--- src/rtl/apb_completer_pkg.sv ---
// Shared types for the APB completer: FSM state encoding, captured request, alignment helper.
`ifndef DEFAULT_ADDR_WIDTH
`define DEFAULT_ADDR_WIDTH 32
`endif
`ifndef DEFAULT_DATA_WIDTH
`define DEFAULT_DATA_WIDTH 32
`endif

package apb_completer_pkg;

  typedef enum logic [1:0] {
    IDLE = 2'd0,
    REQ  = 2'd1,
    RESP = 2'd2
  } state_t;

  // The capture struct is sized by the build-wide defaults; the top only
  // accepts widths that fit inside it.
  localparam int CAP_ADDR_W = `DEFAULT_ADDR_WIDTH;
  localparam int CAP_DATA_W = `DEFAULT_DATA_WIDTH;
  localparam int CAP_STRB_W = CAP_DATA_W / 8;

  typedef struct packed {
    logic                  we;
    logic [CAP_ADDR_W-1:0] addr;
    logic [CAP_DATA_W-1:0] wdata;
    logic [CAP_STRB_W-1:0] be;
  } req_cap_t;

  function automatic int align_lsb(input int data_width);
    return $clog2(data_width / 8);
  endfunction

endpackage

--- src/rtl/apb_completer_if.sv ---
// APB completer bus bundle: APB side, register side and a debug view of the FSM state.
`ifndef DEFAULT_ADDR_WIDTH
`define DEFAULT_ADDR_WIDTH 32
`endif
`ifndef DEFAULT_DATA_WIDTH
`define DEFAULT_DATA_WIDTH 32
`endif

interface apb_completer_if
  import apb_completer_pkg::*;
#(
  parameter int ADDR_WIDTH = `DEFAULT_ADDR_WIDTH,
  parameter int DATA_WIDTH = `DEFAULT_DATA_WIDTH
);
  // Handshakes: an APB transfer completes on the rising edge where
  // psel_i & penable_i & pready_o are all 1. The register side is a
  // valid/ready pair where req_o is the valid and rsp_valid_i the ready;
  // req_o and its payload (we_o/addr_o/wdata_o/be_o) stay stable until the
  // edge that samples rsp_valid_i=1, and rsp_valid_i is ignored while req_o=0.
  logic                    psel_i;
  logic                    penable_i;
  logic [ADDR_WIDTH-1:0]   paddr_i;
  logic                    pwrite_i;
  logic [DATA_WIDTH-1:0]   pwdata_i;
  logic [DATA_WIDTH/8-1:0] pstrb_i;
  logic                    pready_o;
  logic [DATA_WIDTH-1:0]   prdata_o;
  logic                    pslverr_o;
  logic                    req_o;
  logic                    we_o;
  logic [ADDR_WIDTH-1:0]   addr_o;
  logic [DATA_WIDTH-1:0]   wdata_o;
  logic [DATA_WIDTH/8-1:0] be_o;
  logic                    rsp_valid_i;
  logic [DATA_WIDTH-1:0]   rdata_i;
  logic                    err_i;
  state_t                  dbg_state;

  modport slave (
    input  psel_i, penable_i, paddr_i, pwrite_i, pwdata_i, pstrb_i,
    input  rsp_valid_i, rdata_i, err_i,
    output pready_o, prdata_o, pslverr_o,
    output req_o, we_o, addr_o, wdata_o, be_o,
    output dbg_state
  );

  modport master (
    output psel_i, penable_i, paddr_i, pwrite_i, pwdata_i, pstrb_i,
    output rsp_valid_i, rdata_i, err_i,
    input  pready_o, prdata_o, pslverr_o,
    input  req_o, we_o, addr_o, wdata_o, be_o,
    input  dbg_state
  );

endinterface

--- src/rtl/apb_completer.sv ---
// APB3/APB4 completer turning APB transfers into a single-outstanding register request.
// Optional request timeout is enabled by defining APB_COMPLETER_TIMEOUT_EN.
`ifndef DEFAULT_ADDR_WIDTH
`define DEFAULT_ADDR_WIDTH 32
`endif
`ifndef DEFAULT_DATA_WIDTH
`define DEFAULT_DATA_WIDTH 32
`endif

module apb_completer
  import apb_completer_pkg::*;
#(
  parameter int                  ADDR_WIDTH     = `DEFAULT_ADDR_WIDTH,
  parameter int                  DATA_WIDTH     = `DEFAULT_DATA_WIDTH,
  parameter logic [ADDR_WIDTH-1:0] BASE_ADDR    = '0,
  parameter logic [ADDR_WIDTH:0] MAP_SIZE       = 'h100,
  parameter int                  TIMEOUT_CYCLES = 16
) (
  input logic            clk_i,
  input logic            rst_i,
  apb_completer_if.slave bus
);

  localparam int STRB_W  = DATA_WIDTH / 8;
  localparam int ALIGN_W = align_lsb(DATA_WIDTH);
  localparam int LIM_W   = ADDR_WIDTH + 2;

  if (DATA_WIDTH != 32 && DATA_WIDTH != 64) begin : g_bad_data_width
    $error("apb_completer: DATA_WIDTH must be 32 or 64");
  end
  if (ADDR_WIDTH > CAP_ADDR_W || DATA_WIDTH > CAP_DATA_W) begin : g_bad_cap_width
    $error("apb_completer: widths exceed the capture struct");
  end
  if (TIMEOUT_CYCLES < 1) begin : g_bad_timeout
    $error("apb_completer: TIMEOUT_CYCLES must be at least 1");
  end

  state_t                state;
  state_t                state_next;
  req_cap_t              cap;
  logic [DATA_WIDTH-1:0] rdata_q;
  logic                  slverr_q;
  logic                  abort_q;

  logic                  setup;
  logic                  in_window;
  logic                  aligned;
  logic                  accept;
  logic                  aborting;
  logic                  timeout;
  logic [ADDR_WIDTH-1:0] offset;
  logic [LIM_W-1:0]      addr_ext;
  logic [LIM_W-1:0]      lo_ext;
  logic [LIM_W-1:0]      hi_ext;

  // Window bounds are compared two bits wider than the address so neither
  // BASE_ADDR+MAP_SIZE nor a high paddr can wrap into a false hit.
  assign addr_ext  = LIM_W'(bus.paddr_i);
  assign lo_ext    = LIM_W'(BASE_ADDR);
  assign hi_ext    = LIM_W'(BASE_ADDR) + LIM_W'(MAP_SIZE);
  assign in_window = (addr_ext >= lo_ext) && (addr_ext < hi_ext);
  assign aligned   = (bus.paddr_i[ALIGN_W-1:0] == '0);
  assign accept    = in_window && aligned;
  assign offset    = bus.paddr_i - BASE_ADDR;
  assign setup     = bus.psel_i && !bus.penable_i;
  assign aborting  = abort_q || !bus.psel_i;

  always_comb begin
    state_next = state;
    case (state)
      IDLE: if (setup) state_next = accept ? REQ : RESP;
      REQ:  if (bus.rsp_valid_i || timeout) state_next = aborting ? IDLE : RESP;
      RESP: state_next = IDLE;
      default: state_next = IDLE;
    endcase
  end

  always_ff @(posedge clk_i) begin
    if (rst_i) begin
      state    <= IDLE;
      cap      <= '0;
      rdata_q  <= '0;
      slverr_q <= 1'b0;
      abort_q  <= 1'b0;
    end else begin
      state <= state_next;
      case (state)
        IDLE: begin
          if (setup) begin
            cap.we    <= bus.pwrite_i;
            cap.addr  <= CAP_ADDR_W'(offset);
            cap.wdata <= CAP_DATA_W'(bus.pwdata_i);
            cap.be    <= bus.pwrite_i ? CAP_STRB_W'(bus.pstrb_i) : '0;
            rdata_q   <= '0;
            slverr_q  <= !accept;
            abort_q   <= 1'b0;
          end
        end
        REQ: begin
          if (!bus.psel_i) abort_q <= 1'b1;
          if (bus.rsp_valid_i) begin
            rdata_q  <= cap.we ? '0 : bus.rdata_i;
            slverr_q <= bus.err_i;
          end else if (timeout) begin
            rdata_q  <= '0;
            slverr_q <= 1'b1;
          end
        end
        default: ;
      endcase
    end
  end

`ifdef APB_COMPLETER_TIMEOUT_EN
  localparam int CNT_W = $clog2(TIMEOUT_CYCLES + 1);

  if (TIMEOUT_CYCLES > 0) begin : g_timeout
    logic [CNT_W-1:0] cnt;

    // Clears whenever outside REQ so every request starts from zero.
    always_ff @(posedge clk_i) begin
      if (rst_i || state != REQ) cnt <= '0;
      else if (!bus.rsp_valid_i) cnt <= cnt + 1'b1;
    end

    assign timeout = (state == REQ) && !bus.rsp_valid_i &&
                     (cnt == CNT_W'(TIMEOUT_CYCLES - 1));
  end
`else
  assign timeout = 1'b0;
`endif

  assign bus.req_o     = (state == REQ);
  assign bus.we_o      = cap.we;
  assign bus.addr_o    = cap.addr[ADDR_WIDTH-1:0];
  assign bus.wdata_o   = cap.wdata[DATA_WIDTH-1:0];
  assign bus.be_o      = cap.be[STRB_W-1:0];
  assign bus.pready_o  = (state == RESP);
  assign bus.prdata_o  = bus.pready_o ? rdata_q : '0;
  assign bus.pslverr_o = bus.pready_o && slverr_q;
  assign bus.dbg_state = state;

endmodule

--- src/flat_wrapper.sv ---
// flat-port wrapper written by rule: the top's interface ports become plain ports
module apb_completer_flat import apb_completer_pkg::*;
#(
  parameter int                  ADDR_WIDTH     = `DEFAULT_ADDR_WIDTH,
  parameter int                  DATA_WIDTH     = `DEFAULT_DATA_WIDTH,
  parameter logic [ADDR_WIDTH-1:0] BASE_ADDR    = '0,
  parameter logic [ADDR_WIDTH:0] MAP_SIZE       = 'h100,
  parameter int                  TIMEOUT_CYCLES = 16
)
  (clk_i, rst_i, bus_psel_i, bus_penable_i, bus_paddr_i, bus_pwrite_i, bus_pwdata_i, bus_pstrb_i, bus_rsp_valid_i, bus_rdata_i, bus_err_i, bus_pready_o, bus_prdata_o, bus_pslverr_o, bus_req_o, bus_we_o, bus_addr_o, bus_wdata_o, bus_be_o, bus_dbg_state);
  apb_completer_if #(.ADDR_WIDTH(ADDR_WIDTH), .DATA_WIDTH(DATA_WIDTH)) bus_i ();
  input logic clk_i;
  input logic rst_i;
  input wire logic [$bits(bus_i.psel_i)-1:0] bus_psel_i;
  input wire logic [$bits(bus_i.penable_i)-1:0] bus_penable_i;
  input wire logic [$bits(bus_i.paddr_i)-1:0] bus_paddr_i;
  input wire logic [$bits(bus_i.pwrite_i)-1:0] bus_pwrite_i;
  input wire logic [$bits(bus_i.pwdata_i)-1:0] bus_pwdata_i;
  input wire logic [$bits(bus_i.pstrb_i)-1:0] bus_pstrb_i;
  input wire logic [$bits(bus_i.rsp_valid_i)-1:0] bus_rsp_valid_i;
  input wire logic [$bits(bus_i.rdata_i)-1:0] bus_rdata_i;
  input wire logic [$bits(bus_i.err_i)-1:0] bus_err_i;
  output wire logic [$bits(bus_i.pready_o)-1:0] bus_pready_o;
  output wire logic [$bits(bus_i.prdata_o)-1:0] bus_prdata_o;
  output wire logic [$bits(bus_i.pslverr_o)-1:0] bus_pslverr_o;
  output wire logic [$bits(bus_i.req_o)-1:0] bus_req_o;
  output wire logic [$bits(bus_i.we_o)-1:0] bus_we_o;
  output wire logic [$bits(bus_i.addr_o)-1:0] bus_addr_o;
  output wire logic [$bits(bus_i.wdata_o)-1:0] bus_wdata_o;
  output wire logic [$bits(bus_i.be_o)-1:0] bus_be_o;
  output wire logic [$bits(bus_i.dbg_state)-1:0] bus_dbg_state;
  assign bus_i.psel_i = bus_psel_i;
  assign bus_i.penable_i = bus_penable_i;
  assign bus_i.paddr_i = bus_paddr_i;
  assign bus_i.pwrite_i = bus_pwrite_i;
  assign bus_i.pwdata_i = bus_pwdata_i;
  assign bus_i.pstrb_i = bus_pstrb_i;
  assign bus_i.rsp_valid_i = bus_rsp_valid_i;
  assign bus_i.rdata_i = bus_rdata_i;
  assign bus_i.err_i = bus_err_i;
  assign bus_pready_o = bus_i.pready_o;
  assign bus_prdata_o = bus_i.prdata_o;
  assign bus_pslverr_o = bus_i.pslverr_o;
  assign bus_req_o = bus_i.req_o;
  assign bus_we_o = bus_i.we_o;
  assign bus_addr_o = bus_i.addr_o;
  assign bus_wdata_o = bus_i.wdata_o;
  assign bus_be_o = bus_i.be_o;
  assign bus_dbg_state = bus_i.dbg_state;
  apb_completer #(.ADDR_WIDTH(ADDR_WIDTH), .DATA_WIDTH(DATA_WIDTH), .BASE_ADDR(BASE_ADDR), .MAP_SIZE(MAP_SIZE), .TIMEOUT_CYCLES(TIMEOUT_CYCLES)) u_core (.clk_i(clk_i), .rst_i(rst_i), .bus(bus_i));
endmodule
--- config.mk ---
export PLATFORM = sky130hd
export DESIGN_NAME = apb_completer_flat
export DESIGN_NICKNAME = d
export VERILOG_FILES = /design/src/rtl/apb_completer_pkg.sv /design/src/rtl/apb_completer_if.sv /design/src/rtl/apb_completer.sv /design/src/flat_wrapper.sv
export SDC_FILE = /design/constraint.sdc
export NUM_CORES = 1
export LEC_CHECK = 0
export BUFFER_PORTS_ARGS = -buffer_cell sky130_fd_sc_hd__buf_4
export CORE_ASPECT_RATIO = 2
export CORE_MARGIN = 2
export CORE_UTILIZATION = 25
export CTS_BUF_LIST = sky130_fd_sc_hd__clkbuf_16
export DETAILED_ROUTE_END_ITERATION = 12
export GPL_TIMING_DRIVEN = 0
export PLACE_DENSITY_LB_ADDON = 0.2
export SLEW_MARGIN = 10
export SYNTH_ARGS = -nofsm -noshare
export SYNTH_HDL_FRONTEND = slang
export SYNTH_SLANG_ARGS = --single-unit
--- constraint.sdc ---
create_clock -name clk_i -period 3.08 [get_ports clk_i]
set_clock_uncertainty 0.05 [all_clocks]
set_input_delay 0 -clock clk_i [delete_from_list [all_inputs] [get_ports clk_i]]
set_output_delay 0 -clock clk_i [all_outputs]
set_load 0.01 [all_outputs]
=== Word level (Yosys, flattened, before mapping) ===
Index checks and enable logic that the tools add are counted.

* Multiplexer cells: 17
* Reduce and logical (&&, ||, !) cells: 15
* Equal/unequal tests: 5
* Magnitude comparators: 2

{| class="wikitable"
|+ Operators with widths
! operator !! count
|-
| $mux 32 || 4
|-
| $pmux 32 s2 || 1
|-
| $ge 32x1->1 const B || 1
|-
| $lt 32x9->1 const B || 1
|-
| $mux 2 || 4
|-
| $reduce_and 3->1 || 2
|-
| $logic_and 1x1->1 || 4
|-
| $logic_not 2->1 || 2
|-
| $mux 1 || 4
|-
| $mux 4 || 1
|-
| $ne 2x2->1 const B || 2
|-
| $pmux 1 s2 || 2
|-
| $pmux 2 s2 || 1
|-
| $reduce_and 2->1 || 2
|-
| $logic_not 1->1 || 3
|-
| $eq 2x1->1 const B || 1
|-
| $eq 2x2->1 const B || 1
|-
| $ne 2x1->1 const B || 1
|-
| $reduce_bool 2->1 || 1
|-
| $logic_or 1x1->1 || 1
|}

* Bits of input ports: 107
* Word-level logic and storage cells: 47
* Bits in registers: 105

=== Depth between registers and ports, before layout ===
* Word-level depth: 6
* Gate-level depth with buffers: 6

=== Worst setup path after synthesis ===
Ideal clock, no wire load.

* Path type: register to register
* Start: register u_core.state[1], in the netlist u_core.bus.dbg_state[1]
* End: register u_core.abort_q
* Data arrival time: 1,457 ps
* Clock period less this slack: 1,635 ps
* Cell stages (with the launch flop): 6
* Path slack: 1,445 ps
* Buffers on the path: 2
* Cells stage by stage: dfxtp_1 > or4b_1 > clkbuf_1 > clkbuf_1 > a21oi_1 > nor2_1

* Word-level cells in the longest chain between the ends: 3
* Elaborated cells between the ends (all ways): 7

{| class="wikitable"
|+ Ends and longest elaborated chain
! item !! RTL line !! RTL
|-
| start, declared || apb_completer.sv:38 || <nowiki>state_t state;</nowiki>
|-
| start signal, assigned || apb_completer.sv:86 || <nowiki>state <= state_next;</nowiki>
|-
| $eq 2x1->1 / $logic_not 2->1 (equally long branches) || apb_completer.sv:87 || <nowiki>case (state)</nowiki>
|-
| $ne 2x2->1 (no source line) (tied with other cells) || -- ||
|-
| $reduce_and 3->1 (no source line) || -- ||
|-
| end signal, assigned || apb_completer.sv:84 || <nowiki>abort_q <= 1'b0;</nowiki>
|-
| end signal, assigned || apb_completer.sv:96 || <nowiki>abort_q <= 1'b0;</nowiki>
|-
| end signal, assigned || apb_completer.sv:100 || <nowiki>if (!bus.psel_i) abort_q <= 1'b1;</nowiki>
|-
| end, declared || apb_completer.sv:43 || <nowiki>logic abort_q;</nowiki>
|}

Several ways; a longest one is shown, not always the timed one.
A chain may end at the register's enable or synchronous reset.

=== Worst setup path in the final report ===
* Start: register u_core.state[1], in the netlist u_core.bus.dbg_state[1]
* End: register u_core.cap, in the netlist u_core.bus.be_o[3]

* Word-level cells in the longest chain between the ends: 2

{| class="wikitable"
|+ Ends and longest elaborated chain
! item !! RTL line !! RTL
|-
| $logic_not 2->1 || apb_completer.sv:87 ||
|-
| $reduce_and 2->1 (no source line) || -- ||
|-
| end, declared || apb_completer.sv:40 || <nowiki>req_cap_t cap;</nowiki>
|}

Every way passes these cells.

==> metrics <==
storage element area 0.002102 mm²; Nets 951; fmax 424.7 MHz; CP Max Fanout 10; final hold vios 0; max-cap check violation count 0; gr usage total 0.1720; Yosys cell types 23; via/cell ratio 4.454; critical path's slowest cell nor4b_4; Setup TNS 0 ns; Clock Latency Late Sink roughly 0.34 ns; Die ar. 0.01699 mm²; crit end category flip-flop; first-pass GRT wire length roughly 23 mm; Multi-input gate area 0.001717 mm²; effective utilization at floorplan 0.2532; CTS tree built; Seq/Total Area, Yosys 0.5288; hpwl dp 11.10 mm; gpl congestion a little under 0.8; Clock Tree Buf Depth 2; Synth Instances 511; Post-CTS Setup Bufs 0; Inserted Clock Buffers 9; slew at the pin closest to its max-slew limit 0.6682 ns; Final Power 3.006 mW; PortBufs 211; root buffer cell clkbuf_16; initial antenna violation count 0; height of the die 182.3 µm; # rows 65; DIE WIDTH 93.17 µm; Power per Cell Area 417.4 mW/mm²; syn_nets 618; Final min period about 2.4 ns; non-filler instance count after layout 1047; pin count of the biggest net entering global routing 17; Tightest Hold Check Type primary input to flip-flop; post-route cell area ~0.0072 mm²; core area about 0.016 mm²; Routed WL 14.91 mm; initial DRC count 107; crit path DAT roughly 2.6 ns; Slowest Stage Delay on Critical Path 0.67 ns; H-tree depth reported by CTS 3; clock-pin slew on the worst setup and hold paths 0.07 ns; crit path cell chain nor4b_4 > buf_2 > nand3_1 > dlygate4sd3_1 > a21oi_1; run status finished, final reports clean; critical path's top delay family buffers and inverters; DR vias 4663; max-slew violations 0; ys flop type dfxtp_1; Peak VDD IR 0.2485 mV; Ys Warns 0; Req. time, crit path between 3 and 4 ns; Top Ports 213; RSZ-0062 raised after global routing no; DRC viols 0; placed insts 923; # setup viols final 0; # diodes 0; Mean Syn Cell Area 7.779 µm²; Slew headroom 0.5527; ys async rst share 0; WL/cell 14.24 µm; #FFs+latches synth around 110; Synth Cell Area 0.003975 mm²; router iterations before antenna repair 5; Post-synth EDFFs 0; area grow syn2layout 81.18%; crit start category flip-flop; placed instance area 0.005811 mm²; vias in the first global route 4740; Finished Core Util 0.4588; CTS sink cnt 105; number of fill cells 1521; CP bufs+invs 2; LEAKAGE 3.038 nW; GRT overflow 0; layout cells sized above 1 0.2754; critical path type flip-flop to flip-flop; ANT nets after route 0; part of the cycle the worst path needs 0.7645
## power by group
| part | switching (mW) | total, mW | internal [mW] |
|---|---|---|---|
| logic | 0.205 | 0.468 | 0.263 |
| clock network | 0.492 | 1.12 | 0.623 |
| registers | 0.0236 | 1.42 | 1.40 |
## cell families (layout without fill, tap and decap cells)
group | after synthesis | count (layout) | share of synthesized area
simple gates | 260 | 260 | 0.2956
compound gates | 106 | 106 | 0.1363
flops | 105 | 105 | 0.5288
buf+inv | 40 | 375 | 0.03934
## cells in the mapped netlist, drive strengths merged (2+ instances only)
cell	n	area, µm²
a21oi	103	519.3
and2	33	206.5
buf	5	25.02
clkbuf	34	127.6
dfxtp	105	2102
nand2	167	626.9
nand3	38	190.2
nand4b	2	17.52
nor2	5	18.77
nor3	2	10.01
nor4	6	37.54
## timing repair
| item | in CTS | in global routing |
|---|---|---|
| gates resized for setup | 0 | 0 |
| hold endpoints to repair | 105 | 0 |
| hold buffers | 111 | 0 |
## layer usage
layer  routed length, µm  up-vias  part of all wire  GRT usage
met5                   0        -                 0          0
li1                    -     2341                 -          -
met4                 516        0             0.035    0.07235
met3                 652       34             0.044    0.03551
met1                5306     2129              0.36     0.1658
met2                8432      159              0.57     0.3400
## placed cells by master, fill, tap and decap left out, types with 2 or more instances in the layout
| cell | synthesis | layout |
|---|---|---|
| a21oi_1 | 102 | 102 |
| and2_1 | 33 | 33 |
| buf_2 | 5 | 5 |
| buf_4 | 0 | 211 |
| clkbuf_1 | 34 | 34 |
| clkbuf_16 | 0 | 9 |
| dfxtp_1 | 105 | 105 |
| dlygate4sd3_1 | 0 | 111 |
| inv_6 | 0 | 2 |
| nand2_1 | 167 | 167 |
| nand3_1 | 38 | 38 |
| nand4b_1 | 2 | 2 |
| nor2_1 | 5 | 5 |
| nor3_1 | 2 | 2 |
| nor4_1 | 6 | 6 |
## worst paths after layout
path                                start                     to  slack [ns]  depth (start not counted)
setup / recovery  u_core.bus.dbg_state[1]     u_core.bus.be_o[3]        0.73                          5
setup reg to reg  u_core.bus.dbg_state[1]     u_core.bus.be_o[3]        0.73                          5
hold reg to reg         u_core.rdata_q[3]      u_core.rdata_q[3]        0.40                          2
hold / removal              bus_penable_i  u_core.bus.addr_o[31]        0.19                          5
## per-stage QoR
stage	worst slack, ns	hold slack, ns
2_1_floorplan	1.445	0.08598
3_3_place_gp	1.067	0.2012
3_5_place_dp	1.016	0.2074
4_1_cts	0.6859	0.1799
5_1_grt	0.5713	0.2207
6_report	0.7254	0.1875
## worst reg2reg max path, delay by kind of cell (launching register included)
family,cells,cell delay [ns]
buf+inv,2,0.93
simple gates,2,0.78
flops,1,0.39
compound gates,1,0.14
## cell type report
class                      instances  share of cell area
clock buffer                       9             0.03127
tap                              201             0.03492
buffer                            39             0.02120
sequential                       105              0.2919
clock inverter                     4            0.007644
timing repair buffer             322              0.3742
inverter                           1           0.0005212
multi-input combinational        366              0.2384
## sequential cells by signal (all words and copies together) (netlist names)
register	count
u_core.bus.dbg_state	2
u_core.bus.wdata_o	32
u_core.abort_q	1
u_core.bus.be_o	4
u_core.bus.addr_o	32
u_core.rdata_q	32
u_core.slverr_q	1
u_core.bus.we_o	1
(Power assumes the default switching activity.)
